===== config.mk =====
export PLATFORM = sky130hd
export DESIGN_NAME = bf_prog_loader
export DESIGN_NICKNAME = d
export VERILOG_FILES = /design/src/rtl/bf_prog_loader.sv
export SDC_FILE = /design/constraint.sdc
export NUM_CORES = 1
export LEC_CHECK = 0
export BUFFER_PORTS_ARGS = -buffer_cell sky130_fd_sc_hd__buf_2
export CAP_MARGIN = 20
export CORE_ASPECT_RATIO = 1.1
export CORE_MARGIN = 2
export CORE_UTILIZATION = 50
export DETAILED_ROUTE_END_ITERATION = 7
export HOLD_SLACK_MARGIN = 0.15
export PLACE_DENSITY_LB_ADDON = 0.25
export SYNTH_ARGS = -nofsm -noshare
export SYNTH_HDL_FRONTEND = slang
export SYNTH_SLANG_ARGS = --single-unit

===== constraint.sdc =====
create_clock -name CLK -period 3 [get_ports CLK]
set_input_delay 0.45 -clock CLK [delete_from_list [all_inputs] [get_ports CLK]]
set_output_delay 0.45 -clock CLK [all_outputs]
set_load 0.01 [all_outputs]

===== src/rtl/bf_prog_loader.sv =====
// Brainfuck program loader: filters a UART byte stream to opcodes, packs them to
// 3-bit codes, writes them to instruction memory and checks bracket balance/capacity.
module bf_prog_loader #(
    parameter int unsigned ADDR_W    = 12,
    parameter logic [7:0]  TERM_BYTE = 8'h21
) (
    input  logic              CLK,
    input  logic              resetn,
    input  logic              start,
    input  logic              rx_valid,
    input  logic [7:0]        rx_data,
    output logic              rx_ready,
    output logic              mem_we,
    output logic [ADDR_W-1:0] mem_addr,
    output logic [2:0]        mem_wdata,
    output logic [ADDR_W:0]   prog_len,
    output logic              busy,
    output logic              loaded,
    output logic              error,
    output logic [1:0]        err_code
);

    localparam int unsigned CNT_W = ADDR_W + 1;

    localparam logic [1:0] ST_IDLE = 2'd0;
    localparam logic [1:0] ST_RECV = 2'd1;
    localparam logic [1:0] ST_DONE = 2'd2;
    localparam logic [1:0] ST_ERR  = 2'd3;

    localparam logic [1:0] ERR_NONE     = 2'd0;
    localparam logic [1:0] ERR_OVERFLOW = 2'd1;
    localparam logic [1:0] ERR_CLOSE    = 2'd2;
    localparam logic [1:0] ERR_OPEN     = 2'd3;

    localparam logic [2:0] OP_OPEN  = 3'd4;
    localparam logic [2:0] OP_CLOSE = 3'd5;

    logic [1:0]        state_q,     state_d;
    logic [CNT_W-1:0]  ptr_q,       ptr_d;
    logic [CNT_W-1:0]  depth_q,     depth_d;
    logic              mem_we_q,    mem_we_d;
    logic [ADDR_W-1:0] mem_addr_q,  mem_addr_d;
    logic [2:0]        mem_wdata_q, mem_wdata_d;
    logic [1:0]        err_code_q,  err_code_d;

    logic       accept_c;
    logic       is_op_c;
    logic [2:0] op_c;

    // Opcode map; anything else is a comment unless it is the terminator
    always_comb begin
        is_op_c = 1'b1;
        op_c    = 3'd0;
        case (rx_data)
            8'h2B:   op_c = 3'd0;
            8'h2D:   op_c = 3'd1;
            8'h3E:   op_c = 3'd2;
            8'h3C:   op_c = 3'd3;
            8'h5B:   op_c = 3'd4;
            8'h5D:   op_c = 3'd5;
            8'h2E:   op_c = 3'd6;
            8'h2C:   op_c = 3'd7;
            default: is_op_c = 1'b0;
        endcase
    end

    // start wins over a same-cycle byte
    assign accept_c = (state_q == ST_RECV) && !start;

    always_comb begin
        state_d     = state_q;
        ptr_d       = ptr_q;
        depth_d     = depth_q;
        mem_we_d    = 1'b0;
        mem_addr_d  = mem_addr_q;
        mem_wdata_d = mem_wdata_q;
        err_code_d  = err_code_q;

        if (start) begin
            state_d    = ST_RECV;
            ptr_d      = '0;
            depth_d    = '0;
            err_code_d = ERR_NONE;
        end else if (accept_c && rx_valid) begin
            if (rx_data == TERM_BYTE) begin
                if (depth_q == '0) begin
                    state_d = ST_DONE;
                end else begin
                    state_d    = ST_ERR;
                    err_code_d = ERR_OPEN;
                end
            end else if (is_op_c) begin
                // Unmatched ']' is reported ahead of a full memory
                if (op_c == OP_CLOSE && depth_q == '0) begin
                    state_d    = ST_ERR;
                    err_code_d = ERR_CLOSE;
                end else if (ptr_q[ADDR_W]) begin
                    state_d    = ST_ERR;
                    err_code_d = ERR_OVERFLOW;
                end else begin
                    mem_we_d    = 1'b1;
                    mem_addr_d  = ptr_q[ADDR_W-1:0];
                    mem_wdata_d = op_c;
                    ptr_d       = ptr_q + CNT_W'(1);
                    if (op_c == OP_OPEN)  depth_d = depth_q + CNT_W'(1);
                    if (op_c == OP_CLOSE) depth_d = depth_q - CNT_W'(1);
                end
            end
        end
    end

    always_ff @(posedge CLK) begin
        if (!resetn) begin
            state_q     <= ST_IDLE;
            ptr_q       <= '0;
            depth_q     <= '0;
            mem_we_q    <= 1'b0;
            mem_addr_q  <= '0;
            mem_wdata_q <= '0;
            err_code_q  <= ERR_NONE;
        end else begin
            state_q     <= state_d;
            ptr_q       <= ptr_d;
            depth_q     <= depth_d;
            mem_we_q    <= mem_we_d;
            mem_addr_q  <= mem_addr_d;
            mem_wdata_q <= mem_wdata_d;
            err_code_q  <= err_code_d;
        end
    end

    assign rx_ready  = accept_c;
    assign mem_we    = mem_we_q;
    assign mem_addr  = mem_addr_q;
    assign mem_wdata = mem_wdata_q;
    assign prog_len  = ptr_q;
    assign busy      = (state_q == ST_RECV);
    assign loaded    = (state_q == ST_DONE);
    assign error     = (state_q == ST_ERR);
    assign err_code  = err_code_q;

endmodule


==> results.cfg <==
[run_status]
status = finished, final reports clean

[final_layout]
area_delta_synth_final_pct = 19.1
final_common_cell = nand2_1
antenna_cells = 0
final_nets = 402
drive_gt1_share_pct = 23.3
multi_input_area_sq_mm = 0.00162
seq_area_sq_um = 921
final_cell_mix = nand2_1 (53), dfxtp_1 (46), buf_2 (46), a21oi_1 (25), nor2_1 (24)
fillers = 451
post-route-util_pct = 62.5

[global_route]
overflow = 0
track_usage_pct = 23.3
grt_max_degree = 28
antenna_found_initial = 0
grt_pass1_vias = 2339
grt_pass1_wl_microns = 10900

[cts]
cts_buffers = 5
cts_tree = done
cts_sinks = 46
clkLatencyLatePin_ps = 300
cts_resized = 0
hold_buffers = 0
clk_path_buf_depth = 2
root_buffer = clkbuf_8
cts_setup_buffers = 0
cts_max_level = 2
clk_pin_slew_ps = 80

[detailed_routing]
drc = 0
drtAntennaViolNets = 0
vias = 2522
avgRoutedWirePerCell_microns = 15.0
firstDrtPassIters = 4
viasPerCell = 5.78
routed_wl_microns = 6530
drt_iter0_drc = 263

[place]
port-buffer-count = 46
dpl.hpwl_microns = 4770
gp_congestion = 0.891

[floorplanning]
pin_count = 47
start_util_pct = 52.4
fp.dieW_microns = 73.3
fp.dieH_microns = 80.2
die_area_sq_mm = 0.00588
row_count = 27
core_area_sq_mm = 0.00503

[worst_setup_path]
criticalPathCategory = in2reg
ff2ff_setup_slack_ps = 500
cp-end-kind = flop
crit_fanout = 6
cp.required_ps = 3220
startpoint_type = input pin
critPathArrivalTime_ps = 2980
reg2regPathDepth = 8

[sta]
worstMarginPinSlew_ps = 1060
clock.fmax_mhz = 362
fin_crit_ps = 2760
fin_crit_sh_pct = 92.0
report.final.slew_viol_count = 0
tns_ps = 0
clock_skew_ps = 8.94
hold_viol_final = 0
relSlewSlack_pct = 29.3
rsz0062_at_grt = no
finalSetupViolations = 0

[run]
drv.max_cap_violation_count = 0

[yosys]
synth-warning-count = 0
avgSynthCellArea_sq_um = 8.38
synthArstFlopShare_pct = 0
syn_inst = 315
synth_cell_type_count = 58
ys.flop_type = dfxtp_1
synth-edff-count = 0
syn_area_sq_mm = 0.00264
ys_seq_area_share_pct = 34.9
synth-seq-cells = 46
syn-num-nets = 340

[hold_path]
hold_class = reg2reg
hold_path_depth = 2

[pwr]
power_leakage_uw = 0.00133
vdd_drop_max_mv = 0.358
powerDensity_mw_per_mm2 = 357
[where the power goes]
part | internal [uW] | switching [uW]
sequential | 611 | 1.17
combinational | 22.5 | 30.8
clock | 249 | 209
total | 882 | 241
[Yosys cell counts (2+ instances only)]
cell type	n	area (sq um)
nand2b_1	2	12.5
o21ai_0	12	60.1
o21bai_1	3	22.5
ha_1	12	150
dfxtp_1	46	921
nor2_1	24	90.1
nor3_1	5	25.0
a2111oi_0	2	17.5
o211a_1	2	20.0
nor2b_1	6	37.5
a211o_1	2	17.5
clkbuf_1	8	30.0
o211ai_1	4	30.0
or3_1	3	18.8
a211oi_1	4	30.0
inv_1	5	18.8
nand3_1	8	40.0
buf_6	3	33.8
nand4_1	8	50.1
a311o_1	2	20.0
xnor2_1	10	87.6
nor4_1	4	25.0
o21a_1	2	15.0
a21o_1	4	30.0
mux2i_1	3	30.0
a21oi_1	25	125
nand2_1	53	199
xor2_1	6	52.6
a31oi_1	2	12.5
a21boi_0	12	90.1
o31ai_1	2	15.0
and3_1	5	31.3
[area by class of cell]
class / count / area share, %
tap: 58 / 2.31
multi-input combinational: 250 / 51.5
timing repair buffer: 69 / 12.8
sequential: 46 / 29.3
inverter: 5 / 0.597
clock buffer: 6 / 2.31
clock inverter: 2 / 1.19
[worst max-delay path, stage by stage]
cell and delay [ps]:
buf_2 100, and4bb_2 290, nand4_1 130, inv_2 120
buf_4 140, buf_4 130, ha_1 290, inv_1 170
o221ai_1 160, a311o_1 340, a21oi_1 190, mux2i_1 230
mux2i_1 230
[registers in the layout, indices dropped and copies added (netlist names)]
signal,flops
state_q,2
mem_we,1
prog_len,13
mem_addr,12
err_code,2
mem_wdata,3
depth_q,13
[metal layers]
| metal | track usage (%) | routed length [microns] | part of all wire, % | vias up |
|---|---|---|---|---|
| met1 | 30.5 | 2950 | 45 | 1172 |
| met3 | 4.27 | 311 | 4.8 | 12 |
| met2 | 38.7 | 3190 | 49 | 75 |
| met5 | 0 | 0 | 0 | - |
| met4 | 6.67 | 87 | 1.3 | 0 |
| li1 | - | - | - | 1263 |
[final timing paths]
check                                 start     endpoint
worst max-delay path             rx_data[7]  depth_q[12]
worst min-delay path            mem_addr[3]  mem_addr[3]
worst max register to register   depth_q[0]  depth_q[12]
worst min register to register  mem_addr[3]  mem_addr[3]
[through the flow]
stage	area, sq um	instances	power [uW]	setup slack, ps	hold slack [ps]
after floorplan	2640	315	652	10.5	446
after detailed placement	3040	428	679	9.50	456
after CTS	3150	436	1130	267	469
final	3150	436	1120	239	464
after global routing	3150	436	1160	50.8	484
after global placement	3040	428	678	71.2	449
[cells by family (layout without fill, tap and decap cells)]
group	count (synthesis)	count (layout)	share of synthesized area, %
muxes	4	4	1.56
adders and majority gates	13	13	6.45
buffers and inverters	19	82	3.74
and+or+nand+nor	131	131	25.1
DFF	46	46	34.9
AOI/OAI and AO/OA	86	86	23.0
xor gates and xnor gates	16	16	5.31
Note: power is estimated with default switching activity, not from simulation.
